File: src/rtl/fpdiv_pkg.sv
// Shared types and mux-select encodings for the Goldschmidt divider controller.
package fpdiv_pkg;

  typedef enum logic [2:0] {
    S_IDLE,
    S_LOAD,
    S_MUL0,
    S_ITB,
    S_ITAC,
    S_RND,
    S_DONE
  } state_t;

  // Mux A: which operand feeds the multiplier's first input.
  localparam logic [1:0] SEL_A_FEEDBACK = 2'b00;
  localparam logic [1:0] SEL_A_ROUND    = 2'b01;
  localparam logic [1:0] SEL_A_OPERAND  = 2'b10;

  // Mux B: which operand feeds the multiplier's second input.
  localparam logic [1:0] SEL_B_DIVIDEND = 2'b00;
  localparam logic [1:0] SEL_B_DIVISOR  = 2'b01;
  localparam logic [1:0] SEL_B_TWOS     = 2'b10;
  localparam logic [1:0] SEL_B_FEEDBACK = 2'b11;

  typedef struct packed {
    logic [1:0] sel_a;
    logic [1:0] sel_b;
    logic       en_a;
    logic       en_b;
    logic       en_c;
    logic       en_r;
  } ctrl_t;

  // Datapath selects/enables for the cycle spent in a given state.
  function automatic ctrl_t decode_ctrl(state_t s);
    ctrl_t c;
    c = '0;
    case (s)
      S_LOAD: begin
        c.sel_a = SEL_A_OPERAND;
        c.sel_b = SEL_B_DIVISOR;
        c.en_b  = 1'b1;
      end
      S_MUL0: begin
        c.sel_a = SEL_A_OPERAND;
        c.sel_b = SEL_B_DIVIDEND;
        c.en_a  = 1'b1;
        c.en_c  = 1'b1;
      end
      S_ITB: begin
        c.sel_a = SEL_A_FEEDBACK;
        c.sel_b = SEL_B_TWOS;
        c.en_b  = 1'b1;
      end
      S_ITAC: begin
        c.sel_a = SEL_A_FEEDBACK;
        c.sel_b = SEL_B_FEEDBACK;
        c.en_a  = 1'b1;
        c.en_c  = 1'b1;
      end
      S_RND: begin
        c.sel_a = SEL_A_ROUND;
        c.sel_b = SEL_B_TWOS;
        c.en_r  = 1'b1;
      end
      default: c = '0;
    endcase
    return c;
  endfunction

endpackage

File: src/rtl/fpdiv_if.sv
// Bus between the divider controller and its surroundings (operands, datapath controls, result).
interface fpdiv_if;
  logic        start;
  logic [31:0] x_bits;
  logic [31:0] d_bits;
  logic        rne;
  logic [31:0] dp_result;

  logic [27:0] x;
  logic [27:0] d;
  logic [7:0]  x_exp;
  logic [7:0]  d_exp;
  logic        x_sign;
  logic        d_sign;
  logic [1:0]  sel_muxa;
  logic [1:0]  sel_muxb;
  logic        enA;
  logic        enB;
  logic        enC;
  logic        enR;
  logic        rMode;
  logic        busy;
  logic        done;
  logic [31:0] result;

  modport master (
    output start, x_bits, d_bits, rne, dp_result,
    input  x, d, x_exp, d_exp, x_sign, d_sign, sel_muxa, sel_muxb,
           enA, enB, enC, enR, rMode, busy, done, result
  );

  modport slave (
    input  start, x_bits, d_bits, rne, dp_result,
    output x, d, x_exp, d_exp, x_sign, d_sign, sel_muxa, sel_muxb,
           enA, enB, enC, enR, rMode, busy, done, result
  );
endinterface

File: src/rtl/fpdiv_unpack.sv
// Splits an IEEE-754 single into sign, biased exponent and a 28-bit mantissa
// with explicit hidden one and four guard bits. Pure field extraction.
module fpdiv_unpack (
  input  logic [31:0] ieee_i,
  output logic [27:0] man_o,
  output logic [7:0]  exp_o,
  output logic        sign_o
);

  assign sign_o = ieee_i[31];
  assign exp_o  = ieee_i[30:23];
  assign man_o  = {1'b1, ieee_i[22:0], 4'b0000};

endmodule

File: src/rtl/fpdiv_ctrl.sv
// Sequencer for a Goldschmidt divider: latches operands, steps the shared
// multiplier datapath through LOAD/MUL0/(ITB,ITAC)xITERS/ITB/RND and captures
// the quotient.
module fpdiv_ctrl
  import fpdiv_pkg::*;
#(
  parameter int ITERS = 3
) (
  input logic   clk,
  input logic   reset,
  fpdiv_if.slave bus
);

  state_t      state_q, state_d;
  logic [2:0]  cnt_q, cnt_d;
  ctrl_t       ctrl_q;
  logic        busy_q, done_q, rmode_q;
  logic [27:0] x_q, d_q;
  logic [7:0]  xexp_q, dexp_q;
  logic        xsign_q, dsign_q;
  logic [31:0] result_q;

  logic [27:0] x_man, d_man;
  logic [7:0]  x_e, d_e;
  logic        x_s, d_s;
  logic        accept;

  fpdiv_unpack u_unpack_x (
    .ieee_i (bus.x_bits),
    .man_o  (x_man),
    .exp_o  (x_e),
    .sign_o (x_s)
  );

  fpdiv_unpack u_unpack_d (
    .ieee_i (bus.d_bits),
    .man_o  (d_man),
    .exp_o  (d_e),
    .sign_o (d_s)
  );

  assign accept = (state_q == S_IDLE) && bus.start;

  // Next state and iteration count; every non-idle state lasts one cycle.
  always_comb begin
    state_d = state_q;
    cnt_d   = cnt_q;
    case (state_q)
      S_IDLE: if (bus.start) state_d = S_LOAD;
      S_LOAD: begin
        state_d = S_MUL0;
        cnt_d   = 3'd0;
      end
      S_MUL0: state_d = S_ITB;
      S_ITB:  state_d = (cnt_q == 3'(ITERS)) ? S_RND : S_ITAC;
      S_ITAC: begin
        state_d = S_ITB;
        cnt_d   = cnt_q + 3'd1;
      end
      S_RND:  state_d = S_DONE;
      S_DONE: state_d = S_IDLE;
      default: begin
        state_d = S_IDLE;
        cnt_d   = 3'd0;
      end
    endcase
  end

  // State and ITAC-visit counter.
  always_ff @(posedge clk or negedge reset) begin
    if (!reset) begin
      state_q <= S_IDLE;
      cnt_q   <= 3'd0;
    end else begin
      state_q <= state_d;
      cnt_q   <= cnt_d;
    end
  end

  // Controls are decoded from the next state so they are flop outputs valid for the whole state cycle.
  always_ff @(posedge clk or negedge reset) begin
    if (!reset) begin
      ctrl_q <= '0;
      busy_q <= 1'b0;
      done_q <= 1'b0;
    end else begin
      ctrl_q <= decode_ctrl(state_d);
      busy_q <= (state_d != S_IDLE);
      done_q <= (state_d == S_DONE);
    end
  end

  // Operand and rounding-mode capture on acceptance; held until the next one.
  always_ff @(posedge clk or negedge reset) begin
    if (!reset) begin
      x_q     <= '0;
      d_q     <= '0;
      xexp_q  <= '0;
      dexp_q  <= '0;
      xsign_q <= 1'b0;
      dsign_q <= 1'b0;
      rmode_q <= 1'b0;
    end else if (accept) begin
      x_q     <= x_man;
      d_q     <= d_man;
      xexp_q  <= x_e;
      dexp_q  <= d_e;
      xsign_q <= x_s;
      dsign_q <= d_s;
      rmode_q <= bus.rne;
    end
  end

  // The rounded quotient is on dp_result during DONE; hold it until the next DONE.
  always_ff @(posedge clk or negedge reset) begin
    if (!reset) begin
      result_q <= '0;
    end else if (state_q == S_DONE) begin
      result_q <= bus.dp_result;
    end
  end

  assign bus.x        = x_q;
  assign bus.d        = d_q;
  assign bus.x_exp    = xexp_q;
  assign bus.d_exp    = dexp_q;
  assign bus.x_sign   = xsign_q;
  assign bus.d_sign   = dsign_q;
  assign bus.sel_muxa = ctrl_q.sel_a;
  assign bus.sel_muxb = ctrl_q.sel_b;
  assign bus.enA      = ctrl_q.en_a;
  assign bus.enB      = ctrl_q.en_b;
  assign bus.enC      = ctrl_q.en_c;
  assign bus.enR      = ctrl_q.en_r;
  assign bus.rMode    = rmode_q;
  assign bus.busy     = busy_q;
  assign bus.done     = done_q;
  assign bus.result   = result_q;

endmodule

File: src/flat_wrapper.sv
// flat-port wrapper written by rule: the top's interface ports become plain ports
module fpdiv_ctrl_flat import fpdiv_pkg::*;
#(
  parameter int ITERS = 3
)
  (clk, reset, bus_start, bus_x_bits, bus_d_bits, bus_rne, bus_dp_result, bus_x, bus_d, bus_x_exp, bus_d_exp, bus_x_sign, bus_d_sign, bus_sel_muxa, bus_sel_muxb, bus_enA, bus_enB, bus_enC, bus_enR, bus_rMode, bus_busy, bus_done, bus_result);
  fpdiv_if bus_i ();
  input logic clk;
  input logic reset;
  input wire logic [$bits(bus_i.start)-1:0] bus_start;
  input wire logic [$bits(bus_i.x_bits)-1:0] bus_x_bits;
  input wire logic [$bits(bus_i.d_bits)-1:0] bus_d_bits;
  input wire logic [$bits(bus_i.rne)-1:0] bus_rne;
  input wire logic [$bits(bus_i.dp_result)-1:0] bus_dp_result;
  output wire logic [$bits(bus_i.x)-1:0] bus_x;
  output wire logic [$bits(bus_i.d)-1:0] bus_d;
  output wire logic [$bits(bus_i.x_exp)-1:0] bus_x_exp;
  output wire logic [$bits(bus_i.d_exp)-1:0] bus_d_exp;
  output wire logic [$bits(bus_i.x_sign)-1:0] bus_x_sign;
  output wire logic [$bits(bus_i.d_sign)-1:0] bus_d_sign;
  output wire logic [$bits(bus_i.sel_muxa)-1:0] bus_sel_muxa;
  output wire logic [$bits(bus_i.sel_muxb)-1:0] bus_sel_muxb;
  output wire logic [$bits(bus_i.enA)-1:0] bus_enA;
  output wire logic [$bits(bus_i.enB)-1:0] bus_enB;
  output wire logic [$bits(bus_i.enC)-1:0] bus_enC;
  output wire logic [$bits(bus_i.enR)-1:0] bus_enR;
  output wire logic [$bits(bus_i.rMode)-1:0] bus_rMode;
  output wire logic [$bits(bus_i.busy)-1:0] bus_busy;
  output wire logic [$bits(bus_i.done)-1:0] bus_done;
  output wire logic [$bits(bus_i.result)-1:0] bus_result;
  assign bus_i.start = bus_start;
  assign bus_i.x_bits = bus_x_bits;
  assign bus_i.d_bits = bus_d_bits;
  assign bus_i.rne = bus_rne;
  assign bus_i.dp_result = bus_dp_result;
  assign bus_x = bus_i.x;
  assign bus_d = bus_i.d;
  assign bus_x_exp = bus_i.x_exp;
  assign bus_d_exp = bus_i.d_exp;
  assign bus_x_sign = bus_i.x_sign;
  assign bus_d_sign = bus_i.d_sign;
  assign bus_sel_muxa = bus_i.sel_muxa;
  assign bus_sel_muxb = bus_i.sel_muxb;
  assign bus_enA = bus_i.enA;
  assign bus_enB = bus_i.enB;
  assign bus_enC = bus_i.enC;
  assign bus_enR = bus_i.enR;
  assign bus_rMode = bus_i.rMode;
  assign bus_busy = bus_i.busy;
  assign bus_done = bus_i.done;
  assign bus_result = bus_i.result;
  fpdiv_ctrl #(.ITERS(ITERS)) u_core (.clk(clk), .reset(reset), .bus(bus_i));
endmodule
File: config.mk
export PLATFORM = sky130hd
export DESIGN_NAME = fpdiv_ctrl_flat
export DESIGN_NICKNAME = d
export VERILOG_FILES = /design/src/rtl/fpdiv_pkg.sv /design/src/rtl/fpdiv_if.sv /design/src/rtl/fpdiv_unpack.sv /design/src/rtl/fpdiv_ctrl.sv /design/src/flat_wrapper.sv
export SDC_FILE = /design/constraint.sdc
export NUM_CORES = 1
export LEC_CHECK = 0
export CAP_MARGIN = 20
export CORE_ASPECT_RATIO = 1.5
export CORE_MARGIN = 2
export CORE_UTILIZATION = 43
export DETAILED_ROUTE_END_ITERATION = 16
export GPL_TIMING_DRIVEN = 0
export PLACE_DENSITY = 0.91
export SYNTH_ARGS = -nofsm -noshare
export SYNTH_HDL_FRONTEND = slang
export SYNTH_SLANG_ARGS = --single-unit
File: constraint.sdc
create_clock -name clk -period 2.87 [get_ports clk]
set_input_delay 0.574 -clock clk [delete_from_list [all_inputs] [get_ports clk]]
set_output_delay 0.574 -clock clk [all_outputs]
set_load 0.03 [all_outputs]
==> metrics.txt, run 1 <==
worst hold-check path type=in2async; fin crit share=0.727; ant diodes=0; WL met1=3620 µm; cells after synthesis=273; WHS=269 ps; Setup crit end kind=output port; Yosys reg bits=112; post-DP HPWL=8340 µm; Pleak=2.92 nW; initial core utilization=0.436; fin util=0.692; Routed wire per std cell=17.0 µm; Vias=2991; WL met2=5950 µm; Synth top area share=0.645; fin crit period=2090 ps; Hold Vio Cnt, Final=0; WL final=10600 µm; maximum vdd drop=0.000700 V; FP Rows=45; flop2flop setup slack=1130 ps; num ports=217; Top Layer Used=met4; Max Buffers Root-to-Sink=2; post_cts resized=0; Final setup viols=0; Clk pwr share=0.136; ranking of synthesized cells by area=dfrtp_1 (64%), mux2_2 (15%), mux2_1 (10%), buf_4 (2.2%), buf_6 (1.3%); vias in the first global route=3238; Ys Warns=0; antenna violations before repair=0; GR Util All Layers=0.192; die area=10900 µm²; most common cell after layout, fill and taps aside=clkdlybuf4s50_1; element type at the critical path start=register; skew final=8.03 ps; gr ovfl total=0; die height=127 µm; CTS tree=done; CTS Root Cell=clkbuf_16; drt first pass iters=4; Layout area overhead=58.8%; post-route cell area=6900 µm²; Worst EP arrival=1510 ps; Switching Fraction=0.401; Post-Syn Area per Cell=15.9 µm²; via/cell ratio=4.81; H-Tree Depth=3; synth unique cells=31; drc violations=0; FF-to-FF path depth=5; port bufs=208; worst path required time=2300 ps; GPL Wtd Cong=0.747; Worst slew margin=0.521; Net Sw Power=3.39 mW; CTS Sinks=112; worst skew pair latency=340 ps; Reg power frac=0.324; cts hold-fix bufs=0; Tightest Pin Transition=718 ps; DIE WIDTH=86.1 µm; critical setup path kind=reg2out; largest net degree at the start of global routing=58; clk slew on worst S/H paths=70 ps; Final Max Slew Viols=0; Comb pwr share=0.540; register area share after synthesis=0.645; Routed Antenna Nets=0; PD cells=1230 nW/µm²; Crit Path Max Fanout=3; TNS Setup=0 ps; Max Cap Viol=0; share of cells above drive strength 1=0.204; Final #Nets=602; FF-to-FF End=u_core.bus.x[24]; post-synth top area cell=dfrtp_1; drt initial violations=68; status=completed; TritonCTS Buffers=9; wire length on met3=537 µm; Post-Syn Area=4350 µm²; launch point of the worst reg-to-reg path=u_core.state_q[1]; placed inst area=6630 µm²; cell internal pwr=5.06 mW; first-pass GRT wire length=16100 µm; fmax=479 MHz; Core ar.=9970 µm²; RSZ-0062 raised after global routing=no; most frequent cells in the layout=clkdlybuf4s50_1 (207), dfrtp_1 (112), mux2_2 (59); # Post-CTS Setup Buffers=0
## cells in the mapped netlist
cell type,n
a211o_1,1
a211oi_1,1
a21boi_0,1
a21oi_1,2
a221oi_1,1
a22o_1,1
a31oi_1,1
and3b_1,1
buf_1,1
buf_2,5
buf_4,13
buf_6,5
clkbuf_1,2
conb_1,1
dfrtp_1,112
ha_1,2
inv_1,2
mux2_1,39
mux2_2,59
nand2_1,3
nand2b_1,3
nand3b_1,1
nor2_1,6
nor3_1,2
nor3b_1,1
nor4_1,1
nor4b_4,1
o21ba_2,1
o2bb2ai_1,1
or2_2,2
xnor2_1,1
## sequential cells by signal (all words and copies together) (netlist names), 2 cells and up
signal and count:
u_core.bus.x_exp 8, u_core.bus.sel_muxa 2, u_core.bus.x 24, u_core.bus.result 32, u_core.state_q 3, u_core.bus.sel_muxb 2, u_core.bus.d 23, u_core.cnt_q 3
u_core.bus.d_exp 8
## power groups by stage
| stage | registers [mW] | logic [mW] | clock network [mW] |
|---|---|---|---|
| after CTS | 2.75 | 4.61 | 1.18 |
| after global routing | 2.83 | 4.77 | 1.24 |
| after floorplan | 4.23 | 1.12 | 0 |
| after detailed placement | 2.78 | 4.60 | 0 |
| after global placement | 2.71 | 4.50 | 0 |
| final | 2.74 | 4.56 | 1.15 |
## worst max-delay path: stages (launching register included)
cell and delay (ps):
dfrtp_1 390, buf_4 120, clkdlybuf4s50_1 660
## layer usage
layer / global-route usage / vias to the layer above
met5: 0 / -
met2: 0.360 / 121
met4: 0.0971 / 0
met1: 0.195 / 1463
met3: 0.0407 / 32
li1: - / 1375
## per-stage QoR
stage	std cells	worst slack [ps]	power (mW)
2_1_floorplan	280	1290	5.35
3_3_place_gp	605	-2770	7.22
3_5_place_dp	606	539	7.38
4_1_cts	622	764	8.54
5_1_grt	622	730	8.84
6_report	622	782	8.45
## cells by family after synthesis
kind of cell / Yosys count / synth area share
multiplexers: 98 / 0.254
other: 1 / 0.000863
adder cells (fa/ha/maj): 2 / 0.00576
flip-flops: 112 / 0.645
buffers and inverters: 28 / 0.0455
AND/OR/NAND/NOR: 21 / 0.0297
XOR/XNOR: 1 / 0.00202
AO/OA/AOI/OAI: 10 / 0.0176
## final cells by class
cell class              instances  area [µm²]
clock buffers                  10         229
clock inverters                 6        45.0
flip-flops and latches        112        2800
inverters                       2        7.51
plain buffers                  26         190
repair buffers                209        2110
well taps                     117         146
fillers                       688        3070
multi-input cells             140        1370
## worst max-delay path by stage
stage | cells past startpoint | from | endpoint
after floorplan | 5 | u_core.state_q[1] | u_core.bus.d[25]
after global placement | 1 | reset | u_core.bus.d[12]
after detailed placement | 5 | bus_start | u_core.bus.x[24]
after CTS | 2 | u_core.bus.x[27] | bus_x[27]
after global routing | 2 | u_core.bus.x[27] | bus_x[27]
final | 2 | u_core.bus.x[27] | bus_x[27]
No activity file was read; power rests on OpenSTA's default activity.
==> inputs of run 2 (changes only) <==
--- a/config.mk
+++ b/config.mk
@@ -8,10 +8,10 @@
 export CAP_MARGIN = 20
 export CORE_ASPECT_RATIO = 1.5
 export CORE_MARGIN = 2
-export CORE_UTILIZATION = 43
+export CORE_UTILIZATION = 36
 export DETAILED_ROUTE_END_ITERATION = 16
 export GPL_TIMING_DRIVEN = 0
-export PLACE_DENSITY = 0.91
+export PLACE_DENSITY = 0.82
 export SYNTH_ARGS = -nofsm -noshare
 export SYNTH_HDL_FRONTEND = slang
 export SYNTH_SLANG_ARGS = --single-unit
==> constraint.sdc (replaced) <==
create_clock -name clk -period 1.9 [get_ports clk]
set_input_delay 0.38 -clock clk [delete_from_list [all_inputs] [get_ports clk]]
set_output_delay 0.38 -clock clk [all_outputs]
set_load 0.03 [all_outputs]
==> metrics.txt, run 2 (synthesis results as in run 1) <==
fillers=952; most common cell after layout, fill and taps aside=clkdlybuf4s50_1; port bufs=208; max reg flops=32; Setup WS pre-CTS=-246 ps; via/cell ratio=4.61; critical setup path kind=reg2out; num ports=217; first-pass GRT wire length=16800 µm; drt first pass iters=4; Max Buffers Root-to-Sink=2; fmax=560 MHz; gr ovfl total=0; largest net degree at the start of global routing=70; TritonCTS Buffers=9; GR Util All Layers=0.167; WL final=10600 µm; CTS Root Cell=clkbuf_16; PD cells=1850 nW/µm²; Final Max Slew Viols=0; Power, Total=12.9 mW; maximum vdd drop=0.000700 V; worst path required time=1520 ps; peak per-stage delay on the critical path=690 ps; CTS tree=done; Setup crit end kind=output port; antenna violations before repair=0; fin util=0.587; FF-to-FF path depth=5; post-route cell area=6980 µm²; Pleak=2.96 nW; fin crit share=0.940; family with the most delay on the worst path=buffers and inverters; RSZ-0062 raised after global routing=no; Vias=3033; TNS Setup=0 ps; worst hold-check path type=in2async; FP Rows=49; vias in the first global route=3307; H-Tree Depth=3; post-DP HPWL=8430 µm; worst skew pair latency=350 ps; CP Buf/Inv Count=1; Max Cap Viol=0; Core ar.=11900 µm²; ant diodes=0; Crit Path Max Fanout=2; Routed wire per std cell=16.2 µm; share of cells above drive strength 1=0.204; placed inst area=6670 µm²; skew final=11.1 ps; Final #Nets=602; GPL Wtd Cong=0.777; status=completed; Worst slew margin=0.614; Final WS setup=113 ps; Hold Vio Cnt, Final=0; drc violations=0; Worst EP arrival=1410 ps; Critical Path Stages=1; Tightest Pin Transition=579 ps; CTS Sinks=112; DIE WIDTH=93.7 µm; drt initial violations=48; cts hold-fix bufs=0; element type at the critical path start=register; die area=13000 µm²; CP Cell Sequence=clkdlybuf4s50_1; Routed Antenna Nets=0; most frequent cells in the layout=clkdlybuf4s50_1 (204), dfrtp_1 (112), mux2_2 (59); initial core utilization=0.365; clk slew on worst S/H paths=70 ps; Slowest cell on crit path=clkdlybuf4s50_1; Final setup viols=0; Layout area overhead=60.7%; die height=139 µm; fin crit period=1790 ps
run 2: cell types whose count changed in the layout (fill, tap and decap cells not counted):
cell and change:
clkdlybuf4s50_1 -3, clkinv_4 -3, dlymetal6s2s_1 +3, bufinv_16 +1, clkbuf_8 +1, clkinv_2 -1
clkinvlp_4 +1, inv_8 +1
run 2: layer usage:
layer	up-vias	GRT usage	routed length [µm]
met5	-	0	0
met4	0	0.0732	356
met3	25	0.0397	714
met2	123	0.323	6100
met1	1504	0.161	3480
li1	1381	-	-
run 2: area by class of cell:
| class | instances | area (µm²) | share of cell area |
|---|---|---|---|
| Tap cell | 153 | 191 | 0.0274 |
| Multi-Input combinational cell | 140 | 1370 | 0.197 |
| Buffer | 26 | 190 | 0.0272 |
| Clock buffer | 11 | 243 | 0.0348 |
| Clock inverter | 5 | 62.6 | 0.00896 |
| Inverter | 2 | 7.51 | 0.00107 |
| Sequential cell | 112 | 2800 | 0.401 |
| Timing Repair Buffer | 209 | 2110 | 0.303 |
run 2: path summary, 6_finish.rpt:
check | start | end | slack (ps)
setup / recovery | u_core.bus.sel_muxa[0] | bus_enR | 110
hold / removal | reset | u_core.bus.d_exp[6] | 30
setup reg to reg | u_core.state_q[1] | u_core.bus.x[8] | 170
hold reg to reg | u_core.bus.x[19] | u_core.bus.x[19] | 490
max in group asynchronous | reset | u_core.bus.result[16] | 1130
min in group clk | u_core.bus.x[19] | u_core.bus.x[19] | 490
run 2: worst register-to-register path, delay by kind of cell, from the launching register on:
family	cells	cell delay, ps
buf+inv	3	550
flops	1	350
mux	1	340
simple gates	1	370
run 2: repair_timing:
item	4_1_cts	5_1_grt
buffers inserted	0	0
gates resized for setup	0	3
setup endpoints to repair	0	3
run 2: per-stage QoR:
stage / hold slack [ps] / instances
final: 30.1 / 658
after detailed placement: 418 / 642
after floorplan: 84.4 / 280
after CTS: 42.5 / 658
after global routing: 68.1 / 658
after global placement: 468 / 641
run 2: report_power, final:
part	total, mW	switching, mW	internal (mW)
clock	1.92	0.848	1.07
combinational	6.89	3.71	3.19
sequential	4.13	0.567	3.56
total	12.9	5.12	7.82
